[config.mk]
export PLATFORM = sky130hd
export DESIGN_NAME = rr_sel_arbiter
export DESIGN_NICKNAME = d
export VERILOG_FILES = /design/src/rtl/rr_sel_arbiter.sv
export SDC_FILE = /design/constraint.sdc
export NUM_CORES = 1
export LEC_CHECK = 0
export BUFFER_PORTS_ARGS = -buffer_cell sky130_fd_sc_hd__buf_2
export CORE_ASPECT_RATIO = 0.9
export CORE_MARGIN = 4
export CORE_UTILIZATION = 40
export DETAILED_ROUTE_END_ITERATION = 16
export PLACE_DENSITY = 0.8
export SLEW_MARGIN = 20
export SYNTH_ARGS = -nofsm -noshare
export SYNTH_HDL_FRONTEND = slang
export SYNTH_SLANG_ARGS = --single-unit
[constraint.sdc]
create_clock -name clk -period 3.6 [get_ports clk]
set_input_delay 0.54 -clock clk [delete_from_list [all_inputs] [get_ports clk]]
set_output_delay 0.54 -clock clk [all_outputs]
set_load 0.005 [all_outputs]
[src/rtl/rr_sel_arbiter.sv]
// rr_sel_arbiter: 4-channel round-robin arbiter with registered mux output.
// Optional burst lock enabled by defining RR_SEL_LOCK_EN.
module rr_sel_arbiter #(
    parameter int W = 4
) (
    input  logic         clk,
    input  logic         rst_n,
    input  logic [3:0]   req_valid,
    output logic [3:0]   req_ready,
    input  logic [W-1:0] d0,
    input  logic [W-1:0] d1,
    input  logic [W-1:0] d2,
    input  logic [W-1:0] d3,
    output logic [1:0]   sel,
    output logic [W-1:0] y,
    output logic         out_valid,
`ifdef RR_SEL_LOCK_EN
    input  logic         out_ready,
    input  logic         lock
`else
    input  logic         out_ready
`endif
);

    logic [1:0]   ptr;
    logic         load;
    logic         any;
    logic [3:0]   rot;
    logic [1:0]   off;
    logic [1:0]   gidx;
    logic [3:0]   gnt;
    logic [W-1:0] gdata;
    logic [1:0]   nptr;

    assign load = !out_valid || out_ready;
    assign any  = |req_valid;

    // Rotate so that bit 0 is the channel at ptr.
    always_comb begin
        rot = req_valid;
        unique case (ptr)
            2'd0: rot = req_valid;
            2'd1: rot = {req_valid[0], req_valid[3:1]};
            2'd2: rot = {req_valid[1:0], req_valid[3:2]};
            2'd3: rot = {req_valid[2:0], req_valid[3]};
        endcase
    end

    always_comb begin
        off = 2'd0;
        priority case (1'b1)
            rot[0]:  off = 2'd0;
            rot[1]:  off = 2'd1;
            rot[2]:  off = 2'd2;
            rot[3]:  off = 2'd3;
            default: off = 2'd0;
        endcase
    end

    assign gidx = ptr + off;

    always_comb begin
        gnt = 4'b0000;
        if (rst_n && load && any)
            gnt = 4'b0001 << gidx;
    end

    assign req_ready = gnt;

    // Only the granted channel is routed; idle lanes never reach y.
    always_comb begin
        gdata = '0;
        unique case (1'b1)
            gnt[0]:  gdata = d0;
            gnt[1]:  gdata = d1;
            gnt[2]:  gdata = d2;
            gnt[3]:  gdata = d3;
            default: gdata = '0;
        endcase
    end

`ifdef RR_SEL_LOCK_EN
    assign nptr = lock ? gidx : gidx + 2'd1;
`else
    assign nptr = gidx + 2'd1;
`endif

    always_ff @(posedge clk or negedge rst_n) begin
        if (!rst_n) begin
            ptr       <= 2'd0;
            y         <= '0;
            sel       <= 2'd0;
            out_valid <= 1'b0;
        end else if (load) begin
            if (any) begin
                y         <= gdata;
                sel       <= gidx;
                out_valid <= 1'b1;
                ptr       <= nptr;
            end else begin
                out_valid <= 1'b0;
            end
        end
    end

endmodule

==> Word level (Yosys, flattened, before mapping) <==
Cells that the tools add are included.
Widths: inputs -> output; s select.
{ "word_totals": {"reg_bits": 9, "latch_bits": 0, "ram_bits": 0, "rom_bits": 0, "out_inout_bits": 11, "mem_count": 0} }
{ "classes": {"add_sub_neg": 2, "n_mul": 0, "div_mod_pow": 0, "magnitude_cmp": 0, "n_eq_ne": 3, "shifts": 1, "mux": 8, "bitwise": 0, "n_reduce_logical": 7} }
{ "op_table": {"columns": ["cell", "count"], "rows": [
  ["$pmux 4 s4", 2],
  ["$mux 2", 4],
  ["$eq 2x2->1 const B", 2],
  ["$mux 4", 1],
  ["$reduce_or 4->1", 1],
  ["$shl 1x2->4 const A", 1],
  ["$add 2x1->2 const B", 1],
  ["$add 2x2->2", 1],
  ["$eq 2x1->1 const B", 1],
  ["$logic_and 1x1->1", 2],
  ["$logic_not 2->1", 1],
  ["$reduce_and 2->1", 1],
  ["$logic_not 1->1", 1],
  ["$logic_or 1x1->1", 1],
  ["$mux 1", 1]
]} }

==> Depth between registers and ports, before layout <==
Gate-level depths: netlist (run 1).
{ "depth": {"ltp_word": 10, "ltp_mapped": 13, "mapped_depth_nobuf": 12} }

==> Worst setup path before layout (run 1) <==
No wires, ideal clock.
{ "synth_path": {"path_kind": "input-to-output", "start": "in req_valid[1]", "end": "out req_ready[2]", "arrival_time_ns": 2.342, "required_ns": 3.060, "path_slack_ns": 0.718, "cell_stages": 10, "path_cell_list": "clkbuf_1 nand2b_1 o21ai_0 o21ai_0 nand2_1 ha_1 xnor2_1 xor2_1 ha_1 and3_1"} }
{ "synth_via": {"elab_chain_len": 8, "elab_cells_between_ends": 10, "cone_classes": "add/sub: 1; shift: 1; mux: 6; reduce/logical: 2"} }
{ "synth_rtl": {"columns": ["item", "line", "text"], "rows": [
  ["start: declaration", "8", "input logic [3:0] req_valid,"],
  ["$pmux 4 s4 *", "41", "unique case (ptr)"],
  ["$mux 2 (3 in a row)", "51", "priority case (1'b1)"],
  ["$mux 2 *", "51", null],
  ["$add 2x2->2 *", "60", "assign gidx = ptr + off;"],
  ["named net gidx[1]", "30", "logic [1:0] gidx;"],
  ["$shl 1x2->4 *", "65", "gnt = 4'b0001 << gidx;"],
  ["$mux 4 *", "64", "if (rst_n && load && any)"],
  ["end: declaration", "9", "output logic [3:0] req_ready,"]
]} }
The timed path passes the listed nets; every way through them passes the cells marked *.

==> Final worst setup path (run 1) <==
{ "layout_path": {"start": "reg ptr[0]", "end": "out req_ready[2]"} }
{ "layout_via": {"elab_chain_len": 9, "elab_cells_between_ends": 12, "cone_classes": "add/sub: 1; eq/ne: 3; shift: 1; mux: 6; reduce/logical: 1"} }
{ "layout_rtl": {"columns": ["item", "line", "text"], "rows": [
  ["start: declaration", "25", "logic [1:0] ptr;"],
  ["start signal: assignment", "99", "ptr <= nptr;"],
  ["$eq 2x2->1 (tied with other cells)", "41", null],
  ["$pmux 4 s4", "41", null],
  ["$mux 2 (4 in a row)", "51", null],
  ["$add 2x2->2 *", "60", null],
  ["named net gidx[1]", "30", null],
  ["$shl 1x2->4 *", "65", null],
  ["$mux 4 *", "64", null]
]} }
Marked as above.

==> metrics.md, run 1 <==
| Metric | Value |
|---|---|
| Worst EP arrival | around 2.6 ns |
| Commonest non-fill, non-tap cell in the layout | buf_2 |
| Path depth of the worst reg2reg path | 12 |
| WL met3 | about 76 um |
| Top Layer Used | met4 |
| Starting density of the core | 43.1% |
| Sinks on Clock Net | 9 |
| Synth Net Count | 110 |
| Drt first-iter violations | 10 |
| Worst hold path class | in -> async |
| CTS tree | yes |
| Setup crit end kind | output port |
| GP Congestion | approximately 0.75 |
| Rel. slew slack | 43.0% |
| Pin count of the biggest net entering global routing | 18 |
| Die Ht | 48.8 um |
| CP Max Fanout | 10 |
| LEAKAGE | between 0.0004 and 0.0005 uW |
| PwrDens | 823 nW/um^2 |
| Buffer count from post-CTS setup fixing | 0 |
| Startpoint Class | flop |
| Status | completed |
| Overflow after GRT | 0 |
| Avg Inst Size Synth | about 9 um^2 |
| Vias in the first global route | 662 |
| Maximum clock frequency | 315 MHz |
| DR WL met2 | between 800 and 900 um |
| Nets@finish | 142 |
| Slew Limit Fails | 0 |
| Clock buffer depth | 2 |
| Final setup viols | 0 |
| Number of flops mapped to enable cells by yosys | 0 |
| Crit share post-route | 88.2% |
| Main synth FF type | dfrtp_1 |
| H-tree Lvls | 1 |
| Hold_buf cts | 0 |
| MaxCap Viol Count | 0 |
| FF-to-FF Start | ptr[0]$_DFFE_PN0P_ |
| Avg Vias per Cell | 5.32 |
| 1st-pass router iterations | 4 |
| Peak VDD IR | 0.000417 V |
| GRT Total Usage | 14.4% |
| Core Region | 1720 um^2 |
| Die X | 53.4 um |
| CTS clk-pin slew, worst paths | 0.06 ns |
| Total routed wirelength | 1790 um |
| Inserted Clock Buffers | 3 |
| Synth Instances | 82 |
| Setup TNS | 0 ns |
| # rows | 14 |
| Final hold violations | 0 |
| Slew @ Worst Pin | 0.853 ns |
| Most frequent cells in the layout | 33 x buf_2, 9 x dfrtp_1, 8 x nand2_1, 8 x a22oi_1 |
| Wire per inst | 13.0 um |
| First-pass GRT wire length | 2840 um |
| Initial antenna violation count | 0 |
| Latest clock arrival within the worst-skew pair | between 0.2 and 0.3 ns |
| Final Core Density | 54.5% |
| Met1 WL | 814 um |
| PortBufs | 33 |
| Clock Skew | between 0.0015 and 0.002 ns |
| Share of layout cells above drive strength 1 | between 30% and 40% |
| R2r setup slk | 0.97 ns |
| Synth area leader | dfrtp_1 |
| Hpwl dp | 1430 um |
| Async SR Flop Fraction | 100% |
| Routed vias | between 700 and 800 |
| Top post-synthesis cells by area | dfrtp_1 30%, ha_1 8.4%, a22oi_1 8.1% |
| Root buf cell | clkbuf_4 |
| Area Growth Syn to Fin | 26.4% |
| Synth Warn # | 0 |
| Post-CTS sizing | 0 |
| Post-route ant nets | 0 |
| Number of distinct library cells after synthesis | 30 |
| Total power | around 770 uW |
| Antenna diodes | 0 |
| Sequential area share after synthesis | 30.4% |
| Residual DRC | 0 |
| Worst r2r dst | y[2]$_DFFE_PN0P_ |
| RSZ-0062 raised after global routing | no |
| Min Tclk post-route | 3.17 ns |
| Share of the synthesized area in the top cell type | 30.4% |
| Synth Register Bits | 9 |
| Worst EP required | 3.06 ns |
| I/O pin count | 34 |
| Synth Cell Area | 741 um^2 |
| Kind of critical path | reg -> out |
| Die area | about 2600 um^2 |
==> logic make-up after synthesis <==
| kind of cell | after synthesis | synth area share, % |
|---|---|---|
| AO/OA/AOI/OAI | 30 | 34.0 |
| XOR/XNOR | 3 | 3.55 |
| adder cells (fa/ha/maj) | 5 | 8.45 |
| buffers and inverters | 9 | 5.24 |
| flip-flops | 9 | 30.4 |
| AND/OR/NAND/NOR | 26 | 18.4 |
==> state kept, by name, summed over array words and instances, names as in the netlist <==
register	count
ptr	2
y	4
sel	2
out_valid	1
==> report_power, final <==
group          total (uW)  internal [uW]  leakage (uW)  switching [uW]
combinational         509            239      0.000339             270
clock                78.3           41.1     0.0000177            37.2
sequential            183            140      0.000111            42.9
total                 770            420      0.000467             350
==> per-stage QoR <==
| stage | hold WS, ns | setup WS (ns) | cells | cell area, um^2 |
|---|---|---|---|---|
| 2_1_floorplan | 0.244 | 0.718 | 82 | 741 |
| 6_report | 0.158 | 0.426 | 137 | 936 |
| 5_1_grt | 0.158 | 0.229 | 137 | 936 |
| 3_5_place_dp | 0.443 | 0.471 | 133 | 908 |
| 3_3_place_gp | 0.439 | 0.571 | 133 | 908 |
| 4_1_cts | 0.152 | 0.406 | 137 | 936 |
==> worst max-delay path, cell delays in order, from the launching register on <==
cell and delay, ns:
dfrtp_1 0.51, nor2_1 0.09, nand2_1 0.07, o21ai_0 0.09, o21ai_0 0.17, nand2_1 0.08
ha_1 0.19, xnor2_1 0.34, xor2_1 0.26, ha_1 0.28, and3_1 0.18, buf_2 0.11
==> Yosys cell counts, types with 3 or more instances <==
cell	count
ha_1	5
dfrtp_1	9
a22oi_1	8
a22o_1	4
buf_2	3
and3_1	4
a21oi_1	5
nor2_1	4
o21ai_1	3
inv_1	3
nand2_1	8
==> layout make-up <==
class	instances	area [um^2]
Timing Repair Buffer	33	165
Tap cell	24	30.0
Inverter	3	11.3
Fill cell	176	781
Sequential cell	9	225
Clock buffer	3	22.5
Multi-Input combinational cell	64	477
Clock inverter	1	5.00
==> how the worst max path moves through the flow <==
stage                             from      endpoint  slack [ns]
finish              ptr[0]$_DFFE_PN0P_  req_ready[2]        0.43
global route        ptr[0]$_DFFE_PN0P_  req_ready[2]        0.23
CTS                 ptr[0]$_DFFE_PN0P_  req_ready[2]        0.41
detailed placement        req_valid[1]  req_ready[2]        0.47
global placement          req_valid[1]  req_ready[2]        0.57
floorplan                 req_valid[1]  req_ready[2]        0.72
==> layer usage <==
layer / GRT usage [%] / vias to the layer above
li1: - / 373
met1: 18.3 / 336
met2: 22.2 / 18
met3: 4.89 / 2
met4: 4.68 / 0
met5: 0 / -
(Power assumes the default switching activity.)
==> run 2, diff against run 1 <==
--- a/config.mk
+++ b/config.mk
@@ -9,7 +9,9 @@
 export CORE_ASPECT_RATIO = 0.9
 export CORE_MARGIN = 4
 export CORE_UTILIZATION = 40
+export CTS_BUF_LIST = sky130_fd_sc_hd__clkbuf_16
 export DETAILED_ROUTE_END_ITERATION = 16
+export HOLD_SLACK_MARGIN = 0.08
 export PLACE_DENSITY = 0.8
 export SLEW_MARGIN = 20
 export SYNTH_ARGS = -nofsm -noshare
==> run 2 against run 1 <==
Compared with the run above: combinational power hardly changed; sequential share of layout area is 1.3 points lower; critical endpoint unchanged; fmax is 0.54% lower.
==> metrics.md, run 2 (synthesis gave the netlist of run 1 again) <==
| Metric | Value |
|---|---|
| Status | completed (unchanged) |
| # rows | 14 (unchanged) |
| Initial antenna violation count | 0 (unchanged) |
| Most frequent cells in the layout | 33 x buf_2, 9 x dfrtp_1, 8 x nand2_1, 8 x a22oi_1 (unchanged) |
| GP Congestion | 0.753 (unchanged) |
| H-tree Lvls | 1 (unchanged) |
| Die Ht | 48.8 um (unchanged) |
| Post-CTS sizing | 0 (unchanged) |
| Pin count of the biggest net entering global routing | 18 (unchanged) |
| First-pass GRT wire length | 3010 um (was 2840 um) |
| Clock Skew | 0.000589 ns (was 0.00188 ns) |
| Area Growth Syn to Fin | 33.4% (was 26.4%) |
| Finished Cell Area | 988 um^2 (was 936 um^2) |
| Worst EP required | 3.06 ns (about the same) |
| Final Core Density | 57.6% (was 54.5%) |
| Total routed wirelength | 1830 um (was 1790 um) |
| Inserted Clock Buffers | 3 (unchanged) |
| RSZ-0062 raised after global routing | no (unchanged) |
| Largest reg by FF count | y (unchanged) |
| Seq pwr share | 20.8% (was 23.7%) |
| Sw frac | 40.9% (was 45.5%) |
| Core Region | 1720 um^2 (unchanged) |
| Share of total power in the clock network | 22.1% (was 10.2%) |
| CP bufs+invs | 1 (unchanged) |
| Worst hold path class | in -> async (unchanged) |
| Maximum clock frequency | 313 MHz (was 315 MHz) |
| Met1 WL | 833 um (was 814 um) |
| WL met3 | 77 um (was 76 um) |
| MaxCap Viol Count | 0 (unchanged) |
| Rel. slew slack | 43.4% (was 43.0%) |
| Die area | 2610 um^2 (unchanged) |
| Die X | 53.4 um (unchanged) |
| Clock buffer depth | 2 (unchanged) |
| Wire per inst | 13.4 um (was 13.0 um) |
| Startpoint Class | flop (unchanged) |
| PwrDens | 899 nW/um^2 (was 823 nW/um^2) |
| Final hold violations | 0 (unchanged) |
| Critical Path Stages | 11 (unchanged) |
| CTS clk-pin slew, worst paths | 0.04 ns (was 0.06 ns) |
| Nets@finish | 142 (unchanged) |
| GRT Total Usage | 16.0% (was 14.4%) |
| Hpwl dp | 1430 um (unchanged) |
| Kind of critical path | reg -> out (unchanged) |
| Peak VDD IR | 0.000459 V (was 0.000417 V) |
| LEAKAGE | 0.000491 uW (was 0.000467 uW) |
| Final setup viols | 0 (unchanged) |
| Placed Area | 908 um^2 (unchanged) |
| Hold_buf cts | 0 (unchanged) |
| Antenna diodes | 0 (unchanged) |
| DR WL met2 | 879 um (was 880 um) |
| CP Cell Sequence | nor2_1 -> nand2_1 -> o21ai_0 -> o21ai_0 -> nand2_1 -> ha_1 -> xnor2_1 -> xor2_1 -> ha_1 -> and3_1 -> buf_2 (unchanged) |
| Post-route ant nets | 0 (unchanged) |
| Pint | 525 uW (was 420 uW) |
| Slew Limit Fails | 0 (unchanged) |
| CP delay by family, top | XOR/XNOR gates (unchanged) |
| Largest register FFs | 4 (unchanged) |
| CP Max Fanout | 10 (unchanged) |
| Logic pwr share | 57.1% (was 66.1%) |
| Biggest regs | y: 4 flops, ptr: 2 flops, sel: 2 flops (unchanged) |
| Path depth of the worst reg2reg path | 12 (unchanged) |
| Routed vias | 721 (was 729) |
| Share of layout cells above drive strength 1 | 38.1% (unchanged) |
| Drt first-iter violations | 8 (was 10) |
| 1st-pass router iterations | 4 (unchanged) |
| Min Tclk post-route | 3.19 ns (was 3.17 ns) |
| Worst Hold Slack | 0.187 ns (was 0.158 ns) |
| Worst EP arrival | 2.65 ns (was 2.63 ns) |
| Residual DRC | 0 (unchanged) |
| Slowest cell on crit path | dfrtp_1 (unchanged) |
| CTS tree | yes (unchanged) |
| Max stage delay on crit path | 0.52 ns (was 0.51 ns) |
| Avg Vias per Cell | 5.26 (was 5.32) |
| Vias in the first global route | 681 (was 662) |
| Fill cell count | 174 (was 176) |
| Starting density of the core | 43.1% (unchanged) |
| Sinks on Clock Net | 9 (unchanged) |
| Root buf cell | clkbuf_16 (was clkbuf_4) |
| Slew @ Worst Pin | 0.845 ns (was 0.853 ns) |
| Sw Pwr | 363 uW (was 350 uW) |
| I/O pin count | 34 (unchanged) |
| Buffer count from post-CTS setup fixing | 0 (unchanged) |
| Top Layer Used | met4 (unchanged) |
| PortBufs | 33 (unchanged) |
| Commonest non-fill, non-tap cell in the layout | buf_2 (unchanged) |
| Overflow after GRT | 0 (unchanged) |
| Latest clock arrival within the worst-skew pair | 0.24 ns (was 0.26 ns) |
| Setup crit end kind | output port (unchanged) |
| Setup TNS | 0 ns (unchanged) |
| Crit share post-route | 88.7% (was 88.2%) |
==> run 2: through the flow <==
step	cells	total power (uW)	setup WS, ns
finish	137	888	0.408
global route	137	972	0.216
CTS	137	898	0.389
detailed placement	133	692	0.471
global placement	133	677	0.571
floorplan	82	564	0.718
==> run 2: worst paths after layout <==
kind	from	to	slack, ns
min reg2reg	sel[1]$_DFFE_PN0P_	sel[1]$_DFFE_PN0P_	0.48
min	rst_n	y[1]$_DFFE_PN0P_	0.19
max reg2reg	ptr[0]$_DFFE_PN0P_	y[2]$_DFFE_PN0P_	0.92
max	ptr[0]$_DFFE_PN0P_	req_ready[2]	0.41
max in group asynchronous	rst_n	y[2]$_DFFE_PN0P_	3.18
min in group clk	sel[1]$_DFFE_PN0P_	sel[1]$_DFFE_PN0P_	0.48
==> run 2: cell type report <==
cell class | count | area (um^2) | share of cell area [%]
inverters | 3 | 11.3 | 1.14
multi-input cells | 64 | 477 | 48.2
well taps | 24 | 30.0 | 3.04
flip-flops and latches | 9 | 225 | 22.8
clock buffers | 3 | 75.1 | 7.59
clock inverters | 1 | 5.00 | 0.506
repair buffers | 33 | 165 | 16.7
==> run 2: power by group through the flow <==
stage / combinational (uW) / clock (uW) / sequential, uW
after floorplan: 405 / 0 / 160
after global placement: 494 / 0 / 182
after detailed placement: 505 / 0 / 187
after CTS: 512 / 202 / 184
after global routing: 569 / 210 / 192
final: 507 / 196 / 185
==> run 2: routing by layer <==
layer	track usage, %	vias to the layer above
met5	0	-
met4	8.94	0
met3	5.50	4
met2	24.3	18
met1	19.1	330
li1	-	369
